**src/rtl/reservation_station_pkg.sv**
```systemverilog
// Shared constants, opcode encoding and operand snooping helper for the reservation station.
package reservation_station_pkg;

    localparam int unsigned RsSizeDef = 16;
    localparam int unsigned RsIdxW    = 4;
    localparam int unsigned RobIdW    = 4;
    localparam int unsigned XLen      = 32;
    localparam int unsigned OpW       = 6;

    typedef enum logic [OpW-1:0] {
        OpNop, OpAdd, OpSub, OpSll, OpSlt, OpSltu, OpXor, OpSrl, OpSra, OpOr, OpAnd,
        OpAddi, OpSlti, OpSltiu, OpXori, OpOri, OpAndi, OpSlli, OpSrli, OpSrai,
        OpBeq, OpBne, OpBlt, OpBge, OpBltu, OpBgeu, OpJalr, OpLtype, OpStype
    } opcode_e;

    typedef struct packed {
        logic            rdy;
        logic [XLen-1:0] val;
    } operand_t;

    // Resolve a pending operand against both CDBs; bus A wins if both match the same tag.
    function automatic operand_t snoop(
        input operand_t          op,
        input logic              a_sgn,
        input logic [RobIdW-1:0] a_tag,
        input logic [XLen-1:0]   a_res,
        input logic              d_sgn,
        input logic [RobIdW-1:0] d_tag,
        input logic [XLen-1:0]   d_res
    );
        operand_t res;
        res = op;
        if (!op.rdy) begin
            if (a_sgn && (a_tag == op.val[RobIdW-1:0])) begin
                res.rdy = 1'b1;
                res.val = a_res;
            end else if (d_sgn && (d_tag == op.val[RobIdW-1:0])) begin
                res.rdy = 1'b1;
                res.val = d_res;
            end
        end
        return res;
    endfunction

endpackage

```
**src/rtl/reservation_station_if.sv**
```systemverilog
// Issue, CDB and ALU dispatch signals of the reservation station.
interface reservation_station_if;
    import reservation_station_pkg::*;

    logic              issue_sgn;
    logic [OpW-1:0]    issue_opcode;
    logic [XLen-1:0]   issue_rs1_val;
    logic              issue_rs1_rdy;
    logic [XLen-1:0]   issue_rs2_val;
    logic              issue_rs2_rdy;
    logic [RobIdW-1:0] issue_rob_name;

    logic              cdba_sgn;
    logic [RobIdW-1:0] cdba_rob_name;
    logic [XLen-1:0]   cdba_result;
    logic              cdbd_sgn;
    logic [RobIdW-1:0] cdbd_rob_name;
    logic [XLen-1:0]   cdbd_result;

    logic              alu_sgn;
    logic [OpW-1:0]    alu_opcode;
    logic [XLen-1:0]   alu_v1;
    logic [XLen-1:0]   alu_v2;
    logic [RobIdW-1:0] alu_rob_name;

    // Environment side: issue stage, CDB producers and ALU consumer.
    modport master (
        output issue_sgn, issue_opcode, issue_rs1_val, issue_rs1_rdy, issue_rs2_val,
               issue_rs2_rdy, issue_rob_name,
        output cdba_sgn, cdba_rob_name, cdba_result, cdbd_sgn, cdbd_rob_name, cdbd_result,
        input  alu_sgn, alu_opcode, alu_v1, alu_v2, alu_rob_name
    );

    // Reservation station side.
    modport slave (
        input  issue_sgn, issue_opcode, issue_rs1_val, issue_rs1_rdy, issue_rs2_val,
               issue_rs2_rdy, issue_rob_name,
        input  cdba_sgn, cdba_rob_name, cdba_result, cdbd_sgn, cdbd_rob_name, cdbd_result,
        output alu_sgn, alu_opcode, alu_v1, alu_v2, alu_rob_name
    );

endinterface

```
**src/rtl/reservation_station_prio_enc.sv**
```systemverilog
// Lowest-index priority encoder: returns the first set bit and whether any bit is set.
module reservation_station_prio_enc #(
    parameter int unsigned N = 16,
    parameter int unsigned W = 4
) (
    input  logic [N-1:0] req_i,
    output logic [W-1:0] idx_o,
    output logic         found_o
);

    // Scan high to low so the lowest set bit is the last one written.
    always_comb begin
        idx_o   = '0;
        found_o = 1'b0;
        for (int i = N - 1; i >= 0; i--) begin
            if (req_i[i]) begin
                idx_o   = W'(i);
                found_o = 1'b1;
            end
        end
    end

endmodule

```
**src/rtl/reservation_station.sv**
```systemverilog
// Out-of-order operand buffer between issue and the ALU, with CDB wakeup and flush.
module reservation_station
    import reservation_station_pkg::*;
#(
    parameter int unsigned RS_SIZE = RsSizeDef,
    parameter int unsigned RS_W    = RsIdxW,
    parameter int unsigned ROB_W   = RobIdW
) (
    input  logic                 clk,
    input  logic                 rst,
    input  logic                 rdy_i,
    input  logic                 clr_i,
    output logic                 full_o,
    reservation_station_if.slave rs_if
);

    localparam int unsigned CntW = RS_W + 1;

    logic [RS_SIZE-1:0] busy_q, busy_d, r1_q, r1_d, r2_q, r2_d;
    logic [OpW-1:0]     opcode_q [RS_SIZE];
    logic [OpW-1:0]     opcode_d [RS_SIZE];
    logic [XLen-1:0]    v1_q     [RS_SIZE];
    logic [XLen-1:0]    v1_d     [RS_SIZE];
    logic [XLen-1:0]    v2_q     [RS_SIZE];
    logic [XLen-1:0]    v2_d     [RS_SIZE];
    logic [ROB_W-1:0]   rob_q    [RS_SIZE];
    logic [ROB_W-1:0]   rob_d    [RS_SIZE];
    logic [CntW-1:0]    count_q, count_d;

    logic               alu_sgn_q, alu_sgn_d;
    logic [OpW-1:0]     alu_opcode_q, alu_opcode_d;
    logic [XLen-1:0]    alu_v1_q, alu_v1_d, alu_v2_q, alu_v2_d;
    logic [ROB_W-1:0]   alu_rob_q, alu_rob_d;

    logic [RS_W-1:0]    free_idx, ready_idx;
    logic               free_found, ready_found;

    reservation_station_prio_enc #(.N(RS_SIZE), .W(RS_W)) u_free_enc (
        .req_i   (~busy_q),
        .idx_o   (free_idx),
        .found_o (free_found)
    );

    // Ready search uses registered state only, so a wakeup needs one more edge to dispatch.
    reservation_station_prio_enc #(.N(RS_SIZE), .W(RS_W)) u_ready_enc (
        .req_i   (busy_q & r1_q & r2_q),
        .idx_o   (ready_idx),
        .found_o (ready_found)
    );

    // Full leaves one slot of slack for the entry latched inside issue.
    assign full_o = (count_q >= CntW'(RS_SIZE - 1));

    assign rs_if.alu_sgn      = alu_sgn_q;
    assign rs_if.alu_opcode   = alu_opcode_q;
    assign rs_if.alu_v1       = alu_v1_q;
    assign rs_if.alu_v2       = alu_v2_q;
    assign rs_if.alu_rob_name = alu_rob_q;

    // Next state: wakeup, dispatch, allocation and count; flush discards all of it.
    always_comb begin
        operand_t op;
        logic     issue_ok;
        busy_d       = busy_q;
        r1_d         = r1_q;
        r2_d         = r2_q;
        opcode_d     = opcode_q;
        v1_d         = v1_q;
        v2_d         = v2_q;
        rob_d        = rob_q;
        count_d      = count_q;
        alu_sgn_d    = alu_sgn_q;
        alu_opcode_d = alu_opcode_q;
        alu_v1_d     = alu_v1_q;
        alu_v2_d     = alu_v2_q;
        alu_rob_d    = alu_rob_q;
        op           = '0;
        issue_ok     = rs_if.issue_sgn && free_found;
        if (rdy_i) begin
            if (clr_i) begin
                busy_d    = '0;
                count_d   = '0;
                alu_sgn_d = 1'b0;
            end else begin
                for (int i = 0; i < RS_SIZE; i++) begin
                    if (busy_q[i]) begin
                        op = snoop({r1_q[i], v1_q[i]}, rs_if.cdba_sgn, rs_if.cdba_rob_name,
                                   rs_if.cdba_result, rs_if.cdbd_sgn, rs_if.cdbd_rob_name,
                                   rs_if.cdbd_result);
                        r1_d[i] = op.rdy;
                        v1_d[i] = op.val;
                        op = snoop({r2_q[i], v2_q[i]}, rs_if.cdba_sgn, rs_if.cdba_rob_name,
                                   rs_if.cdba_result, rs_if.cdbd_sgn, rs_if.cdbd_rob_name,
                                   rs_if.cdbd_result);
                        r2_d[i] = op.rdy;
                        v2_d[i] = op.val;
                    end
                end
                alu_sgn_d = ready_found;
                if (ready_found) begin
                    alu_opcode_d      = opcode_q[ready_idx];
                    alu_v1_d          = v1_q[ready_idx];
                    alu_v2_d          = v2_q[ready_idx];
                    alu_rob_d         = rob_q[ready_idx];
                    busy_d[ready_idx] = 1'b0;
                end
                // free_idx comes from busy_q, so it never aliases the slot freed this edge.
                if (issue_ok) begin
                    op = snoop({rs_if.issue_rs1_rdy, rs_if.issue_rs1_val}, rs_if.cdba_sgn,
                               rs_if.cdba_rob_name, rs_if.cdba_result, rs_if.cdbd_sgn,
                               rs_if.cdbd_rob_name, rs_if.cdbd_result);
                    r1_d[free_idx] = op.rdy;
                    v1_d[free_idx] = op.val;
                    op = snoop({rs_if.issue_rs2_rdy, rs_if.issue_rs2_val}, rs_if.cdba_sgn,
                               rs_if.cdba_rob_name, rs_if.cdba_result, rs_if.cdbd_sgn,
                               rs_if.cdbd_rob_name, rs_if.cdbd_result);
                    r2_d[free_idx]     = op.rdy;
                    v2_d[free_idx]     = op.val;
                    busy_d[free_idx]   = 1'b1;
                    opcode_d[free_idx] = rs_if.issue_opcode;
                    rob_d[free_idx]    = rs_if.issue_rob_name;
                end
                if (issue_ok && !ready_found) begin
                    count_d = count_q + CntW'(1);
                end else if (!issue_ok && ready_found) begin
                    count_d = count_q - CntW'(1);
                end
            end
        end
    end

    // State registers; entry payloads are qualified by busy and need no reset.
    always_ff @(posedge clk) begin
        if (rst) begin
            busy_q       <= '0;
            r1_q         <= '0;
            r2_q         <= '0;
            count_q      <= '0;
            alu_sgn_q    <= 1'b0;
            alu_opcode_q <= '0;
            alu_v1_q     <= '0;
            alu_v2_q     <= '0;
            alu_rob_q    <= '0;
        end else begin
            busy_q       <= busy_d;
            r1_q         <= r1_d;
            r2_q         <= r2_d;
            opcode_q     <= opcode_d;
            v1_q         <= v1_d;
            v2_q         <= v2_d;
            rob_q        <= rob_d;
            count_q      <= count_d;
            alu_sgn_q    <= alu_sgn_d;
            alu_opcode_q <= alu_opcode_d;
            alu_v1_q     <= alu_v1_d;
            alu_v2_q     <= alu_v2_d;
            alu_rob_q    <= alu_rob_d;
        end
    end

endmodule

```
**src/flat_wrapper.sv**
```systemverilog
// flat-port wrapper written by rule: the top's interface ports become plain ports
module reservation_station_flat import reservation_station_pkg::*;
#(
    parameter int unsigned RS_SIZE = RsSizeDef,
    parameter int unsigned RS_W    = RsIdxW,
    parameter int unsigned ROB_W   = RobIdW
)
  (clk, rst, rdy_i, clr_i, full_o, rs_if_issue_sgn, rs_if_issue_opcode, rs_if_issue_rs1_val, rs_if_issue_rs1_rdy, rs_if_issue_rs2_val, rs_if_issue_rs2_rdy, rs_if_issue_rob_name, rs_if_cdba_sgn, rs_if_cdba_rob_name, rs_if_cdba_result, rs_if_cdbd_sgn, rs_if_cdbd_rob_name, rs_if_cdbd_result, rs_if_alu_sgn, rs_if_alu_opcode, rs_if_alu_v1, rs_if_alu_v2, rs_if_alu_rob_name);
  reservation_station_if rs_if_i ();
  input  logic clk;
  input  logic rst;
  input  logic rdy_i;
  input  logic clr_i;
  output logic full_o;
  input wire logic [$bits(rs_if_i.issue_sgn)-1:0] rs_if_issue_sgn;
  input wire logic [$bits(rs_if_i.issue_opcode)-1:0] rs_if_issue_opcode;
  input wire logic [$bits(rs_if_i.issue_rs1_val)-1:0] rs_if_issue_rs1_val;
  input wire logic [$bits(rs_if_i.issue_rs1_rdy)-1:0] rs_if_issue_rs1_rdy;
  input wire logic [$bits(rs_if_i.issue_rs2_val)-1:0] rs_if_issue_rs2_val;
  input wire logic [$bits(rs_if_i.issue_rs2_rdy)-1:0] rs_if_issue_rs2_rdy;
  input wire logic [$bits(rs_if_i.issue_rob_name)-1:0] rs_if_issue_rob_name;
  input wire logic [$bits(rs_if_i.cdba_sgn)-1:0] rs_if_cdba_sgn;
  input wire logic [$bits(rs_if_i.cdba_rob_name)-1:0] rs_if_cdba_rob_name;
  input wire logic [$bits(rs_if_i.cdba_result)-1:0] rs_if_cdba_result;
  input wire logic [$bits(rs_if_i.cdbd_sgn)-1:0] rs_if_cdbd_sgn;
  input wire logic [$bits(rs_if_i.cdbd_rob_name)-1:0] rs_if_cdbd_rob_name;
  input wire logic [$bits(rs_if_i.cdbd_result)-1:0] rs_if_cdbd_result;
  output wire logic [$bits(rs_if_i.alu_sgn)-1:0] rs_if_alu_sgn;
  output wire logic [$bits(rs_if_i.alu_opcode)-1:0] rs_if_alu_opcode;
  output wire logic [$bits(rs_if_i.alu_v1)-1:0] rs_if_alu_v1;
  output wire logic [$bits(rs_if_i.alu_v2)-1:0] rs_if_alu_v2;
  output wire logic [$bits(rs_if_i.alu_rob_name)-1:0] rs_if_alu_rob_name;
  assign rs_if_i.issue_sgn = rs_if_issue_sgn;
  assign rs_if_i.issue_opcode = rs_if_issue_opcode;
  assign rs_if_i.issue_rs1_val = rs_if_issue_rs1_val;
  assign rs_if_i.issue_rs1_rdy = rs_if_issue_rs1_rdy;
  assign rs_if_i.issue_rs2_val = rs_if_issue_rs2_val;
  assign rs_if_i.issue_rs2_rdy = rs_if_issue_rs2_rdy;
  assign rs_if_i.issue_rob_name = rs_if_issue_rob_name;
  assign rs_if_i.cdba_sgn = rs_if_cdba_sgn;
  assign rs_if_i.cdba_rob_name = rs_if_cdba_rob_name;
  assign rs_if_i.cdba_result = rs_if_cdba_result;
  assign rs_if_i.cdbd_sgn = rs_if_cdbd_sgn;
  assign rs_if_i.cdbd_rob_name = rs_if_cdbd_rob_name;
  assign rs_if_i.cdbd_result = rs_if_cdbd_result;
  assign rs_if_alu_sgn = rs_if_i.alu_sgn;
  assign rs_if_alu_opcode = rs_if_i.alu_opcode;
  assign rs_if_alu_v1 = rs_if_i.alu_v1;
  assign rs_if_alu_v2 = rs_if_i.alu_v2;
  assign rs_if_alu_rob_name = rs_if_i.alu_rob_name;
  reservation_station #(.RS_SIZE(RS_SIZE), .RS_W(RS_W), .ROB_W(ROB_W)) u_core (.clk(clk), .rst(rst), .rdy_i(rdy_i), .clr_i(clr_i), .full_o(full_o), .rs_if(rs_if_i));
endmodule
```
**config.mk**
```make
export PLATFORM = sky130hd
export DESIGN_NAME = reservation_station_flat
export DESIGN_NICKNAME = d
export VERILOG_FILES = /design/src/rtl/reservation_station_pkg.sv /design/src/rtl/reservation_station_if.sv /design/src/rtl/reservation_station_prio_enc.sv /design/src/rtl/reservation_station.sv /design/src/flat_wrapper.sv
export SDC_FILE = /design/constraint.sdc
export NUM_CORES = 2
export LEC_CHECK = 0
export ABC_CLOCK_PERIOD_IN_PS = 63900
export CAP_MARGIN = 20
export CORE_MARGIN = 2
export CORE_UTILIZATION = 30
export DETAILED_ROUTE_END_ITERATION = 6
export PLACE_DENSITY = 0.49
export SLEW_MARGIN = 20
export SYNTH_ARGS = -nofsm -noshare
export SYNTH_HDL_FRONTEND = slang
export SYNTH_HIERARCHICAL = 1
export SYNTH_SLANG_ARGS = --single-unit
export TNS_END_PERCENT = 5
```
**constraint.sdc**
```tcl
create_clock -name clk -period 63.9 [get_ports clk]
set_input_delay 9.585 -clock clk [delete_from_list [all_inputs] [get_ports clk]]
set_output_delay 9.585 -clock clk [all_outputs]
set_load 0.1 [all_outputs]
```
==> impl_metrics.toml <==
[worst_hold_path]
min_to = "u_core/rs_if.alu_v2[4]"
holdCritStartpoint = "u_core/rs_if.alu_v2[4]"
hp-class = "flop to flop"
hold_depth = 2

[clock_network]
numCtsBuffers = 165
cts_setup_buffers = 0
cts_sinks = 1312
htreeDepth = 4
clock_path_buffers = 3
cts_root_buf = "clkbuf_16"
cts-resized-gates = 0
clk_pin_slew_ns = 0.06
hold_buffers = 0
cts_tree = "yes"
clk_latency_ns = 0.87

[timing]
maxSlewHeadroom_pct = 16.6
fmax_mhz = 69.6
worst_pin_slew_ns = 1.25
hold_violations = 0
finalCriticalPeriod_ns = 14.36
clock_skew_ns = 0.0803
hold_slack_ns = 0.450
setup_viol = 0
maxSlewViolCount = 0
rsz0062_at_grt = "false"
finalCritPeriodShare_pct = 22.5
fin_setup_tns_ns = 0

[detailed_routing]
num_vias = 78200
drc = 21
drt_iter0_drc = 12900
firstDrtPassIters = 7
drtAntennaViolNets = 0
wl_per_cell_um = 36.1
wirelength_um = 426000
drt-vias-per-instance = 6.62

[critical_path]
r2r_slack_ns = 58.33
reg2reg_to = "u_core/rs_if.alu_v1[16]"
cpPeakStageDelay_ns = 0.87
path_cells = "clkdlybuf4s50_1 -> nor2b_4 -> buf_4 -> nand2b_2 -> buf_4 -> inv_8 -> buf_4 -> buf_4 -> buf_4"
cp-start-kind = "input pin"
crit_path_frequent_cell = "buf_4"
crit_arrival_ns = 14.79
crit_path_top_delay_cell = "buf_4"
ff2ff_path_depth = 10
rr_startpoint = "u_core/busy_q[15]"
critPathTopFamily = "buffers and inverters"
path_max_fanout = 96
crit_path_end_kind = "flop"
cp.required_ns = 64.32
worstPathBufferInverterCount = 7
path_class = "input pin to flop"

[floorplan]
rows = 194
start_util_pct = 30.2
core_um2 = 279000
dieArea_um2 = 285000
io_pins = 231
dieHeight_um = 534
chipWidth_um = 534

[status]
violations = "DRC"
status = "finished, violations left"

[layout]
ff_latch_area_um2 = 38100
fin_nets = 8096
multi_input_area_um2 = 42100
syn2layout_area_growth_pct = 13.6
fillers = 27700
drive_gt1_share_pct = 16.3

[logic_synthesis]
postSynthRegisterBits = 1312
synthFlopType = "edfxtp_1"
yosysSeqAreaShare_pct = 45.2
synth_xor_area_share_pct = 2.00
synth-async-reset-ratio_pct = 0
synth_area_um2 = 84300
synth-edff-count = 1184
synth_fp_nets = 8384
avgSynthCellArea_um2 = 10.2
yosys_warnings = 6
synth_cell_types = 79
synth-adder-area-share_pct = 0.0683
synth_compound_area_share_pct = 23.9
yosys.area_share.simple_pct = 8.62
synth_top_family_by_area = "compound AO/OA/AOI/OAI gates"
synth.area.mux_share_pct = 14.4
synthCells = 8225

[power_and_ir_drop]
power_density_nw_per_um2 = 22.0
leakage_uw = 0.0311
peakVddDrop_uv = 29.8

[placed_design]
hpwl_um = 248000
io_buffers = 230
globalplace.congestion = 0.966

[global_route]
grt_overflow = 0
track_usage_pct = 28.7
antenna_found_initial = 35
grt_max_degree = 184
first_global_vias = 72700
grt_first_pass_wirelength_um = 587000

[job]
cap_violations = 0
## per-layer routing
| layer | vias up | global-route usage, % | wire length, µm |
|---|---|---|---|
| met2 | 6261 | 43.7 | 186000 |
| met1 | 39000 | 36.7 | 159000 |
| met4 | 14 | 17.8 | 31000 |
| li1 | 31500 | - | - |
| met3 | 1399 | 6.55 | 49500 |
| met5 | - | 0 | 92 |
## placed cells by master (no fill, tap or decap), types with 36 or more instances in the layout
| master | synthesis | layout |
|---|---|---|
| o221ai_1 | 66 | 66 |
| inv_1 | 160 | 158 |
| a211oi_1 | 373 | 372 |
| buf_2 | 125 | 36 |
| nand2b_1 | 51 | 49 |
| xor2_1 | 91 | 91 |
| mux2_2 | 158 | 158 |
| clkbuf_16 | 0 | 168 |
| mux4_2 | 370 | 370 |
| xnor2_1 | 101 | 101 |
| a21oi_1 | 246 | 238 |
| nor2_1 | 605 | 585 |
| a21o_1 | 38 | 36 |
| o22ai_1 | 830 | 825 |
| o21a_1 | 67 | 57 |
| mux2i_1 | 200 | 200 |
| o211a_1 | 138 | 138 |
| buf_4 | 41 | 339 |
| o21ai_0 | 1152 | 1150 |
| edfxtp_1 | 1184 | 1184 |
| nand3_1 | 67 | 62 |
| clkbuf_1 | 801 | 46 |
| nand2_1 | 474 | 462 |
| a222oi_1 | 68 | 68 |
| a22oi_1 | 46 | 46 |
| dfxtp_1 | 128 | 128 |
| and3_1 | 84 | 81 |
| clkdlybuf4s50_1 | 0 | 194 |
| nor3_1 | 125 | 116 |
## sequential cells by signal, summed over array words and instances, names as in the netlist
register and count:
u_core/busy_q 16, u_core/count_q 5, u_core/opcode_q 96, u_core/r1_q 16
u_core/r2_q 16, u_core/rob_q 64, u_core/rs_if.alu_opcode 6, u_core/rs_if.alu_rob_name 4
u_core/rs_if.alu_sgn 1, u_core/rs_if.alu_v1 32, u_core/rs_if.alu_v2 32, u_core/v1_q 512
u_core/v2_q 512
## cell type report
class                           count  area share [%]
Antenna cell                       13          0.0340
Clock buffer                      217            4.61
Clock inverter                     88           0.844
Inverter                          169           0.670
Multi-Input combinational cell   5706            44.0
Sequential cell                  1312            39.8
Tap cell                         3724            4.87
Timing Repair Buffer              583            5.18
## power by group
part           switching, µW  total (µW)  internal (µW)  leakage [µW]
registers               11.2         963            952        0.0119
clock network            418         943            526       0.00254
logic                    146         203           57.0        0.0167
total                    575        2110           1530        0.0311
## stage by stage
step	cell area (µm²)	cells	total power, µW	setup WS (ns)	util, %
after floorplan	84300	8225	1100	32.45	-
after global placement	90300	11500	1170	48.76	32.3
after detailed placement	90300	11500	1170	48.72	32.3
after CTS	95600	11800	2110	49.62	34.2
after global routing	95700	11800	2160	49.31	34.3
final	95700	11800	2110	49.54	34.3
## Yosys cell counts (24+ instances only)
cell	count	area share [%]
edfxtp_1	1184	42
o21ai_0	1152	6.8
o22ai_1	830	6.2
clkbuf_1	801	3.6
nor2_1	605	2.7
nand2_1	474	2.1
a211oi_1	373	3.3
mux4_2	370	9.9
a21oi_1	246	1.5
mux2i_1	200	2.4
inv_1	160	0.71
mux2_2	158	2.1
o211a_1	138	1.6
dfxtp_1	128	3.0
buf_2	125	0.74
nor3_1	125	0.74
xnor2_1	101	1.0
xor2_1	91	0.95
and3_1	84	0.62
a222oi_1	68	0.81
nand3_1	67	0.40
o21a_1	67	0.60
o221ai_1	66	0.69
buf_1	61	0.27
nand2b_1	51	0.38
a22oi_1	46	0.41
buf_4	41	0.37
a21o_1	38	0.34
nor2b_1	36	0.27
and2_1	30	0.22
or3_1	28	0.21
o32ai_1	24	0.25
## tightest hold or removal path, delay by kind of cell, from the launching register on
kind | cells | cell delay, ns
flip-flops | 1 | 0.32
AO/OA/AOI/OAI | 1 | 0.05
AND/OR/NAND/NOR | 1 | 0.04
## how the worst max path moves through the flow
stage / startpoint / end / slack [ns] / cells past startpoint
4_1_cts: rdy_i / u_core/v2_q[191] / 49.62 / 9
3_5_place_dp: rdy_i / u_core/v2_q[294] / 48.72 / 9
3_3_place_gp: rdy_i / u_core/v2_q[132] / 48.76 / 9
5_1_grt: rdy_i / u_core/v1_q[279] / 49.31 / 9
6_report: rdy_i / u_core/v1_q[404] / 49.54 / 9
2_1_floorplan: rdy_i / u_core/v1_q[0] / 32.45 / 6
## cells by family (layout without fill, tap and decap cells)
| logic type | Yosys count | count (layout) |
|---|---|---|
| buffers and inverters | 1207 | 1057 |
| muxes | 728 | 728 |
| xor gates and xnor gates | 192 | 192 |
| DFF | 1312 | 1312 |
| and+or+nand+nor | 1599 | 1599 |
| adders and majority gates | 4 | 4 |
| AOI/OAI and AO/OA | 3183 | 3183 |
| other | 0 | 13 |
No activity file was read; power rests on OpenSTA's default activity.
